$ cat src/rtl/div_clk_period_meter_if.sv
// Measurement bundle between a divider-side driver and the period meter.
// The driver supplies the divided clock; the meter returns period, high time and status flags.
interface div_clk_period_meter_if #(
   parameter int CNT_W = 16
);
   logic             div_in;
   logic [CNT_W-1:0] period;
   logic [CNT_W-1:0] high_time;
   logic             meas_valid;
   logic             stable;
   logic             timeout;

   modport master (
      output div_in,
      input  period, high_time, meas_valid, stable, timeout
   );

   modport slave (
      input  div_in,
      output period, high_time, meas_valid, stable, timeout
   );
endinterface

$ cat src/rtl/div_clk_period_meter.sv
// Measures period and high time of a clk-synchronous divided clock, with stability and timeout flags.
//   state | meaning
//   IDLE  | waiting for the first rising edge (after reset or timeout)
//   MEAS  | counting clk cycles since the last rising edge
module div_clk_period_meter #(
   parameter int CNT_W = 16
) (
   input  logic                 clk,
   input  logic                 rst_n,
   div_clk_period_meter_if.slave m
);
   typedef enum logic {IDLE, MEAS} state_t;

   localparam logic [CNT_W-1:0] CNT_MAX = '1;
   localparam logic [CNT_W-1:0] CNT_ONE = CNT_W'(1);

   state_t           state_q;
   logic             d_q;
   logic             first_q;
   logic [CNT_W-1:0] cnt_q;
   logic [CNT_W-1:0] period_q;
   logic [CNT_W-1:0] high_time_q;
   logic             meas_valid_q;
   logic             stable_q;
   logic             timeout_q;

   logic             rise;
   logic             fall;
   logic [CNT_W-1:0] cnt_d;

   assign rise  = m.div_in & ~d_q;
   assign fall  = ~m.div_in & d_q;
   assign cnt_d = cnt_q + CNT_ONE;

   always_ff @(posedge clk or negedge rst_n) begin
      if (!rst_n) begin
         state_q      <= IDLE;
         d_q          <= 1'b0;
         first_q      <= 1'b0;
         cnt_q        <= '0;
         period_q     <= '0;
         high_time_q  <= '0;
         meas_valid_q <= 1'b0;
         stable_q     <= 1'b0;
         timeout_q    <= 1'b0;
      end else begin
         d_q          <= m.div_in;
         meas_valid_q <= 1'b0;
         case (state_q)
            IDLE: begin
               if (rise) begin
                  cnt_q   <= CNT_ONE;
                  first_q <= 1'b1;
                  state_q <= MEAS;
               end
            end
            MEAS: begin
               // A rise on the saturation cycle still completes the measurement.
               if (rise) begin
                  period_q     <= cnt_q;
                  meas_valid_q <= 1'b1;
                  cnt_q        <= CNT_ONE;
                  timeout_q    <= 1'b0;
                  if (first_q) begin
                     stable_q <= 1'b0;
                     first_q  <= 1'b0;
                  end else begin
                     stable_q <= (cnt_q == period_q);
                  end
               end else begin
                  if (fall) begin
                     high_time_q <= cnt_q;
                  end
                  if (cnt_q == CNT_MAX) begin
                     timeout_q <= 1'b1;
                     stable_q  <= 1'b0;
                     state_q   <= IDLE;
                  end else begin
                     cnt_q <= cnt_d;
                  end
               end
            end
            default: state_q <= IDLE;
         endcase
      end
   end

   assign m.period     = period_q;
   assign m.high_time  = high_time_q;
   assign m.meas_valid = meas_valid_q;
   assign m.stable     = stable_q;
   assign m.timeout    = timeout_q;
endmodule
$ cat src/flat_wrapper.sv
// flat-port wrapper written by rule: the top's interface ports become plain ports
module div_clk_period_meter_flat 
#(
   parameter int CNT_W = 16
)
  (clk, rst_n, m_div_in, m_period, m_high_time, m_meas_valid, m_stable, m_timeout);
  div_clk_period_meter_if #(.CNT_W(CNT_W)) m_i ();
  input  logic clk;
  input  logic rst_n;
  input wire logic [$bits(m_i.div_in)-1:0] m_div_in;
  output wire logic [$bits(m_i.period)-1:0] m_period;
  output wire logic [$bits(m_i.high_time)-1:0] m_high_time;
  output wire logic [$bits(m_i.meas_valid)-1:0] m_meas_valid;
  output wire logic [$bits(m_i.stable)-1:0] m_stable;
  output wire logic [$bits(m_i.timeout)-1:0] m_timeout;
  assign m_i.div_in = m_div_in;
  assign m_period = m_i.period;
  assign m_high_time = m_i.high_time;
  assign m_meas_valid = m_i.meas_valid;
  assign m_stable = m_i.stable;
  assign m_timeout = m_i.timeout;
  div_clk_period_meter #(.CNT_W(CNT_W)) u_core (.clk(clk), .rst_n(rst_n), .m(m_i));
endmodule
$ cat config.mk
export PLATFORM = sky130hd
export DESIGN_NAME = div_clk_period_meter_flat
export DESIGN_NICKNAME = d
export VERILOG_FILES = /design/src/rtl/div_clk_period_meter_if.sv /design/src/rtl/div_clk_period_meter.sv /design/src/flat_wrapper.sv
export SDC_FILE = /design/constraint.sdc
export NUM_CORES = 1
export LEC_CHECK = 0
export CORE_MARGIN = 2
export CORE_UTILIZATION = 40
export DETAILED_ROUTE_END_ITERATION = 8
export DONT_BUFFER_PORTS = 1
export GPL_TIMING_DRIVEN = 0
export HOLD_SLACK_MARGIN = 0.06
export PLACE_DENSITY = 0.52
export SETUP_SLACK_MARGIN = 0.02
export SLEW_MARGIN = 40
export SYNTH_ARGS = -nofsm -noshare
export SYNTH_HDL_FRONTEND = slang
export SYNTH_SLANG_ARGS = --single-unit
$ cat constraint.sdc
create_clock -name clk -period 3.2 [get_ports clk]
set_input_delay 0.64 -clock clk [delete_from_list [all_inputs] [get_ports clk]]
set_output_delay 0.64 -clock clk [all_outputs]
set_load 0.01 [all_outputs]
### After elaboration in Yosys (flattened, before gate mapping)

Cells that the tools add are included.

| operators by class | value |
|---|---|
| $add $sub $neg | 1 |
| equality and inequality tests | 5 |
| muxes and demuxes | 17 |
| bitwise gates (word level) | 6 |
| reductions and logical operators | 6 |

Operator list:

| kind | number |
|---|---|
| 16-bit 2-to-1 mux | 3 |
| 16-bit one-hot mux with 2 select lines | 1 |
| 16-bit by 1-bit adder with 16-bit output, second input constant | 1 |
| 16-bit == test | 1 |
| 16-bit == test, second input constant | 1 |
| 1-bit 2-to-1 mux | 11 |
| 2-bit AND reduction | 4 |
| 1-bit inverter | 4 |
| 1-bit one-hot mux with 2 select lines | 2 |
| 3-bit != test, second input constant | 1 |
| 3-bit AND reduction | 1 |
| 1-bit AND | 2 |
| 2-bit by 1-bit != test with 1-bit output, second input constant | 1 |
| 2-bit != test, second input constant | 1 |
| 2-bit nonzero test | 1 |

| word-level totals | value |
|---|---|
| register bits after elaboration | 54 |
| input port bits | 3 |
| output and inout bits | 35 |
| word-level logic and storage cells | 44 |

### Logic depth before layout (Yosys ltp)

Gate-level depths: netlist (run 1).

| depth | value |
|---|---|
| depth in word-level cells | 4 |
| gate-level depth with buffers | 7 |
| depth with buffers taken out | 5 |

### Least setup slack after synthesis (run 1)

OpenSTA, ideal clock, no wires.

| timing | value |
|---|---|
| path type | input-to-reg |
| start | input m_div_in |
| end | register u_core.period_q[10], in the netlist u_core.m.period[10] |
| arrival time | 1.731 ns |
| data required time | 3.075 ns |
| slack | 1.344 ns |
| stages | 5 |
| cell sequence | nor2b_1 nand2_1 buf_2 buf_1 mux2_2 |

| between the ends | value |
|---|---|
| longest elaborated chain between the ends | 2 |

RTL lines:

| item | line | source |
|---|---|---|
| from (decl) | flat_wrapper.sv:10 | `input wire logic [$bits(m_i.div_in)-1:0] m_div_in;` |
| 1-bit AND | div_clk_period_meter.sv:31 | `assign rise = m.div_in & ~d_q;` |
| 2-bit AND reduction (no line) | n/a |  |
| to (signal assigned) | div_clk_period_meter.sv:60 | `period_q <= cnt_q;` |
| to (decl) | div_clk_period_meter.sv:21 | `logic [CNT_W-1:0] period_q;` |

No other way between the ends.
A chain may end at the register's enable or synchronous reset.

### Worst setup path in the final report (run 1)

| timing | value |
|---|---|
| start | register u_core.cnt_q[8] |
| end | register u_core.cnt_q[13] |

| between the ends | value |
|---|---|
| longest elaborated chain between the ends | 4 |
| elaborated cells on any way between the ends | 7 |
| classes of those cells | 1 x add/sub; 2 x eq/ne; 3 x mux; 1 x reduce/logical |

RTL lines:

| item | line | source |
|---|---|---|
| from (decl) | div_clk_period_meter.sv:20 | `logic [CNT_W-1:0] cnt_q;` |
| from (signal assigned) | div_clk_period_meter.sv:79 | `cnt_q <= cnt_d;` |
| 16-bit by 1-bit adder with 16-bit output | div_clk_period_meter.sv:33 | `assign cnt_d = cnt_q + CNT_ONE;` |
| 16-bit 2-to-1 mux | div_clk_period_meter.sv:74 | `if (cnt_q == CNT_MAX) begin` |
| 16-bit 2-to-1 mux | div_clk_period_meter.sv:59 | `if (rise) begin` |
| 16-bit one-hot mux with 2 select lines | div_clk_period_meter.sv:49 | `case (state_q)` |

Parallel ways exist; a longest one is shown, timed or not. The select of a mux whose other input is x is not followed.

==> qor.yml, run 1 <==
run_status:
  status: "completed"
cts:
  cts_tree: "built"
  cts_setup_buffers: 0
  clockRootBuffer: "clkbuf_8"
  insertion_delay_ps: 310
  htree_levels: 2
  cts_buffer_depth: 2
  cts_buffers: 5
  cts.clk_slew.worst_paths_ps: 100
  clock-sinks: 54
grt:
  grt_usage_pct: 17.1
  globalRouteMet2Util_pct: 25.5
  antenna_found_initial: 0
  overflow: 0
  grt-busiest-layer: "met2"
  grt_use_met3_pct: 3.76
  met1_usage_pct: 24.2
  grt_max_degree: 55
  grt_pass1_wl_um: 9330
  grt_pass1_vias: 1717
floorplanning:
  io_pins: 38
  start_util_pct: 40.8
  num_rows: 29
  die_h_um: 83.7
  coreArea_um2: 6240
  dieWidth_um: 83.7
  die_area_um2: 7010
timing:
  clock_skew_ps: 4.80
  period_share_pct: 63.0
  timing.slew.headroom_pct: 60.2
  fmaxAchievable_mhz: 496
  slew_violations: 0
  setup_viol: 0
  finalHoldViolations: 0
  worst_slew_pin_slew_ps: 596
  fin_crit_ps: 2020
  final.setup.tns_ps: 0
  rsz0062_at_grt: "false"
layout:
  area_delta_synth_final_pct: 10.5
  layout_common_cells: "54 x dfrtp_1, 30 x mux2_2, 16 x xor2_1"
  num_antenna_cells: 0
  drive_above_1_share_pct: 22.1
  post-route-util_pct: 45.0
  final_common_cell: "dfrtp_1"
  fin_nets: 234
synth:
  syn_inst: 222
  synth_top_area_share_pct: 53.1
  postSynthAreaPerCell_um2: 11.5
  synth_cell_types: 33
  synth-seq-area-share_pct: 53.1
  synth_area_leaders: "dfrtp_1 53%, mux2_2 13%, xor2_1 5.5%"
  syn_nets: 226
  yosysTopAreaCell: "dfrtp_1"
  yosys_warnings: 0
  syn_area_um2: 2540
  synth-seq-cells: 54
detailed_routing:
  drt_first_iter_violations: 92
  drt_wl_total_um: 5550
  dr_total_vias: 1699
  drc_errors: 0
  wire_per_inst_um: 18.0
  viasPerCell: 5.52
  postRouteAntennaNets: 0
  firstDrtPassIters: 4
pwr:
  peakVddDrop_mv: 0.266
  power.leakage_uw: 0.00135
  power_density_nw_per_um2: 593
critical_path:
  crit-reg2reg-capture: "u_core.cnt_q[13]"
  setup.worst_path.start: "u_core.cnt_q[8]"
  worst_setup_path_start_kind: "flip-flop"
  rrSetupSlack_ps: 1180
  critPathKind: "flip-flop to flip-flop"
  crit_required_ps: 3410
  cp-endpoint: "u_core.cnt_q[13]"
  cp.arrival_ps: 2230
  crit_path_end_kind: "flip-flop"
  crit_fanout: 10
  r2r-start: "u_core.cnt_q[8]"
  r2r_cells: 5
placement:
  gp_congestion: 0.831
  io_buffer_count: 0
  post-dp-hpwl_um: 3770
flow_run:
  drv_cap: 0
hold_path:
  hp-class: "primary input to asynchronous set/reset pin"
## cell usage after synthesis
cell type	instances
a41o_1	1
buf_1	1
a21oi_1	9
buf_6	4
dfrtp_1	54
clkbuf_1	10
nand3b_1	1
nor2_1	7
ha_1	1
o311ai_0	2
nor3_1	4
mux2_2	30
nand3_1	6
buf_2	5
and3_1	5
a31oi_1	6
inv_1	3
a31o_2	1
and4_4	2
nor4_1	5
nand2_1	13
xor2_1	16
a41oi_1	1
and2_1	2
o31ai_1	4
o21ai_0	9
a211oi_1	2
o41ai_1	1
nor2b_1	1
nand4_1	6
or4_1	5
nand2b_1	1
and4_1	4
## where the power goes
part | switching [µW] | internal, µW | total (µW)
Clock | 231 | 334 | 565
Sequential | 90.2 | 758 | 848
Combinational | 143 | 111 | 254
## timing repair
action	CTS	global route
hold buffers	1	0
resized for setup	0	0
endpoints found under the hold margin	54	0
setup endpoints to repair	0	0
## stage by stage
step	instance area [µm²]	hold WS, ps	total power [µW]	std cells	worst slack (ps)
6_report	2810	183	1670	308	1180
4_1_cts	2810	182	1690	308	1150
3_5_place_dp	2640	346	1110	299	895
2_1_floorplan	2540	344	1030	222	1340
5_1_grt	2810	189	1750	308	936
3_3_place_gp	2640	346	1100	299	864
## state kept, by name, indices dropped and copies added (netlist names)
name	count
u_core.cnt_q	16
u_core.d_q	1
u_core.first_q	1
u_core.m.high_time	16
u_core.m.meas_valid	1
u_core.m.period	16
u_core.m.stable	1
u_core.m.timeout	1
u_core.state_q	1
## area by class of cell
cell class                      instances  area, µm²
Timing Repair Buffer                    1       27.5
Multi-Input combinational cell        145       1070
Fill cell                             607       3430
Clock inverter                          2       60.1
Tap cell                               77       96.3
Sequential cell                        54       1350
Buffer                                 20        111
Clock buffer                            6       82.6
Inverter                                3       11.3
## worst max-delay path: stages, from the launching register on
cell and delay (ps):
dfrtp_1 330, clkbuf_1 380, nand4_1 260, nor4_1 580
a31oi_1 160, a41o_1 220
## logic make-up (layout without fill, tap and decap cells)
| logic type | count (synthesis) | count (layout) | synth area share [%] |
|---|---|---|---|
| xor+xnor | 16 | 16 | 5.51 |
| mux | 30 | 30 | 13.3 |
| compound gates | 36 | 36 | 8.90 |
| buf+inv | 23 | 32 | 4.82 |
| simple gates | 62 | 62 | 13.9 |
| fa+ha+maj | 1 | 1 | 0.492 |
| flops | 54 | 54 | 53.1 |
## per-layer routing
layer | vias to the layer above | share of wire [%]
met5 | - | 0
met4 | 0 | 1.3
met3 | 7 | 3.9
met2 | 27 | 46
met1 | 840 | 49
li1 | 825 | -
## worst min-delay path by stage
| stage | startpoint | end | cells after the start |
|---|---|---|---|
| floorplan | rst_n | u_core.cnt_q[0] | 0 |
| detailed placement | rst_n | u_core.m.high_time[2] | 0 |
| finish | rst_n | u_core.cnt_q[4] | 1 |
| CTS | rst_n | u_core.first_q | 1 |
| global placement | rst_n | u_core.m.high_time[2] | 0 |
| global route | rst_n | u_core.cnt_q[1] | 1 |
(Power assumes the default switching activity.)
==> run 2: changes to the inputs <==
--- a/config.mk
+++ b/config.mk
@@ -11,7 +11,7 @@
 export DONT_BUFFER_PORTS = 1
 export GPL_TIMING_DRIVEN = 0
 export HOLD_SLACK_MARGIN = 0.06
-export PLACE_DENSITY = 0.52
+export PLACE_DENSITY = 0.54
 export SETUP_SLACK_MARGIN = 0.02
 export SLEW_MARGIN = 40
 export SYNTH_ARGS = -nofsm -noshare
==> constraint.sdc (replaced) <==
create_clock -name clk -period 1.8 [get_ports clk]
set_input_delay 0.36 -clock clk [delete_from_list [all_inputs] [get_ports clk]]
set_output_delay 0.36 -clock clk [all_outputs]
set_load 0.01 [all_outputs]
==> qor.yml, run 2 (synthesis gave the netlist of run 1 again) <==
layout:
  layout_common_cells: "51 x dfrtp_1, 30 x mux2_2, 16 x xor2_1"
  nFillCells: 591  # -2.6%
  area_delta_synth_final_pct: 13.2
  seqCellArea_um2: 1360  # +0.28%
  drive_above_1_share_pct: 31.9  # +9.8 points
  num_antenna_cells: 0  # unchanged
  final_common_cell: "dfrtp_1"
  multi_input_area_um2: 1130  # +5.8%
  fin_nets: 239  # +2.1%
  post-route-util_pct: 46.2  # +1.1 points
cts:
  cts.clk_slew.worst_paths_ps: 90  # about the same
  clockRootBuffer: "clkbuf_8"
  cts_tree: "built"
  cts_buffer_depth: 2  # unchanged
  htree_levels: 2  # unchanged
  clock-sinks: 54  # unchanged
  insertion_delay_ps: 300  # about the same
  cts_buffers: 5  # unchanged
detailed_routing:
  wire_per_inst_um: 17.8  # -1.4%
  drc_errors: 0  # unchanged
  postRouteAntennaNets: 0  # unchanged
  drt_first_iter_violations: 108  # +17%
  viasPerCell: 5.58  # +1.2%
  firstDrtPassIters: 4  # unchanged
  drt_wl_total_um: 5550  # -0.11%
  dr_total_vias: 1741  # +2.5%
hold_path:
  hold_depth: 3
  hp-class: "primary input to flip-flop"
flow_run:
  drv_cap: 0  # unchanged
critical_path:
  crit_fanout: 9  # -1
  critPathKind: "flip-flop to flip-flop"
  crit_slowest_cell: "or4_4"
  slowest_delay_ps: 510  # -70 ps
  r2r_cells: 6  # +1
  cp.arrival_ps: 1950  # -280 ps
  crit_path_end_kind: "flip-flop"
  cp_num_cells: 6  # +1
  cpLargestDelayFamily: "simple AND/OR/NAND/NOR gates"
  crit_required_ps: 2030  # -1380 ps
  path_buf_inv: 2  # +1
  path_cells: "buf_6 -> and4_4 -> buf_6 -> and4_4 -> or4_4 -> a21oi_2"
  worst_setup_path_start_kind: "flip-flop"
floorplanning:
  coreArea_um2: 6240  # unchanged
  die_h_um: 83.7  # unchanged
  die_area_um2: 7010  # unchanged
  io_pins: 38  # unchanged
  start_util_pct: 40.8  # unchanged
  dieWidth_um: 83.7  # unchanged
  num_rows: 29  # unchanged
timing:
  fin_crit_ps: 1710  # -302 ps
  period_share_pct: 95.2  # +32 points
  finalHoldViolations: 0  # unchanged
  rsz0062_at_grt: "false"
  fmaxAchievable_mhz: 583  # +18%
  slew_violations: 0  # unchanged
  clock_skew_ps: 5.17  # +0.366 ps
  setup_viol: 0  # unchanged
  worst_slew_pin_slew_ps: 581  # -15.2 ps
  timing.slew.headroom_pct: 61.3  # +1.0 points
grt:
  grt_usage_pct: 16.7  # -0.41 points
  grt_pass1_wl_um: 9240  # -0.95%
  grt_max_degree: 55  # unchanged
  grt_pass1_vias: 1729  # +0.70%
  antenna_found_initial: 0  # unchanged
  overflow: 0  # unchanged
pwr:
  power_density_nw_per_um2: 924  # +56%
  peakVddDrop_mv: 0.479  # +80%
  power.leakage_uw: 0.00139  # +3.1%
  power_uw: 2660  # +60%
placement:
  io_buffer_count: 0  # unchanged
  post-dp-hpwl_um: 3730  # -1.1%
  gp_congestion: 0.827  # -0.51%
run_status:
  status: "completed"
## run 2: per-layer routing
layer	GRT usage (%)	up-vias	wire, µm
met3	4.25	5	237
met4	4.84	0	59
met1	23.2	879	2620
met5	0	-	0
met2	25.8	29	2630
li1	-	828	-
## run 2: final timing paths
check                                 start                     to  slack [ps]
min                                m_div_in       u_core.cnt_q[10]         460
min in group asynchronous             rst_n  u_core.m.high_time[1]         580
max in group asynchronous             rst_n        u_core.cnt_q[8]         960
min reg2reg                  u_core.first_q        u_core.m.stable         480
max                        u_core.cnt_q[15]        u_core.cnt_q[9]          90
max reg2reg                u_core.cnt_q[15]        u_core.cnt_q[9]          90
## run 2: what timing repair did
| action | CTS | global route |
|---|---|---|
| endpoints found under the setup margin | 29 | 16 |
| resized for setup | 10 | 9 |
| pin swaps | 2 | 5 |
| hold buffers | 2 | 1 |
| hold endpoints to repair | 54 | 1 |
| setup buffers | 6 | 6 |
## run 2: final cells by class
type                            instances  area share, %
Buffer                                 11           2.48
Timing Repair Buffer                   15           4.78
Inverter                                3          0.391
Sequential cell                        54           47.0
Tap cell                               77           3.34
Multi-Input combinational cell        145           39.3
Clock buffer                            7           2.65
## run 2: worst reg2reg max path, cell delays in order, from the launching register on
cell	delay (ps)
dfrtp_1	380
buf_6	120
and4_4	180
buf_6	120
and4_4	220
or4_4	510
a21oi_2	120
## run 2: stage by stage
stage	setup TNS, ps	hold WS (ps)	cells	instance area [µm²]	worst slack, ps
final	0	457	312	2880	85.8
after global routing	0	454	312	2880	19.5
after CTS	0	62.1	305	2790	21.8
after detailed placement	-3080	65.6	299	2640	-215
after global placement	-2890	65.6	299	2640	-207
after floorplan	0	64.4	222	2550	30.4
## run 2: power breakdown
part	leakage (µW)	switching (µW)	internal, µW
registers	0.000722	180	1350
clock network	0.0000383	364	269
logic	0.000634	270	229
total	0.00139	814	1850
==> run 3: changes to the inputs <==
--- a/config.mk
+++ b/config.mk
@@ -5,6 +5,7 @@
 export SDC_FILE = /design/constraint.sdc
 export NUM_CORES = 1
 export LEC_CHECK = 0
+export CAP_MARGIN = 0
 export CORE_MARGIN = 2
 export CORE_UTILIZATION = 40
 export DETAILED_ROUTE_END_ITERATION = 8
==> results of run 3 <==
Final layout, timing and power as in run 2 (identical DEF).
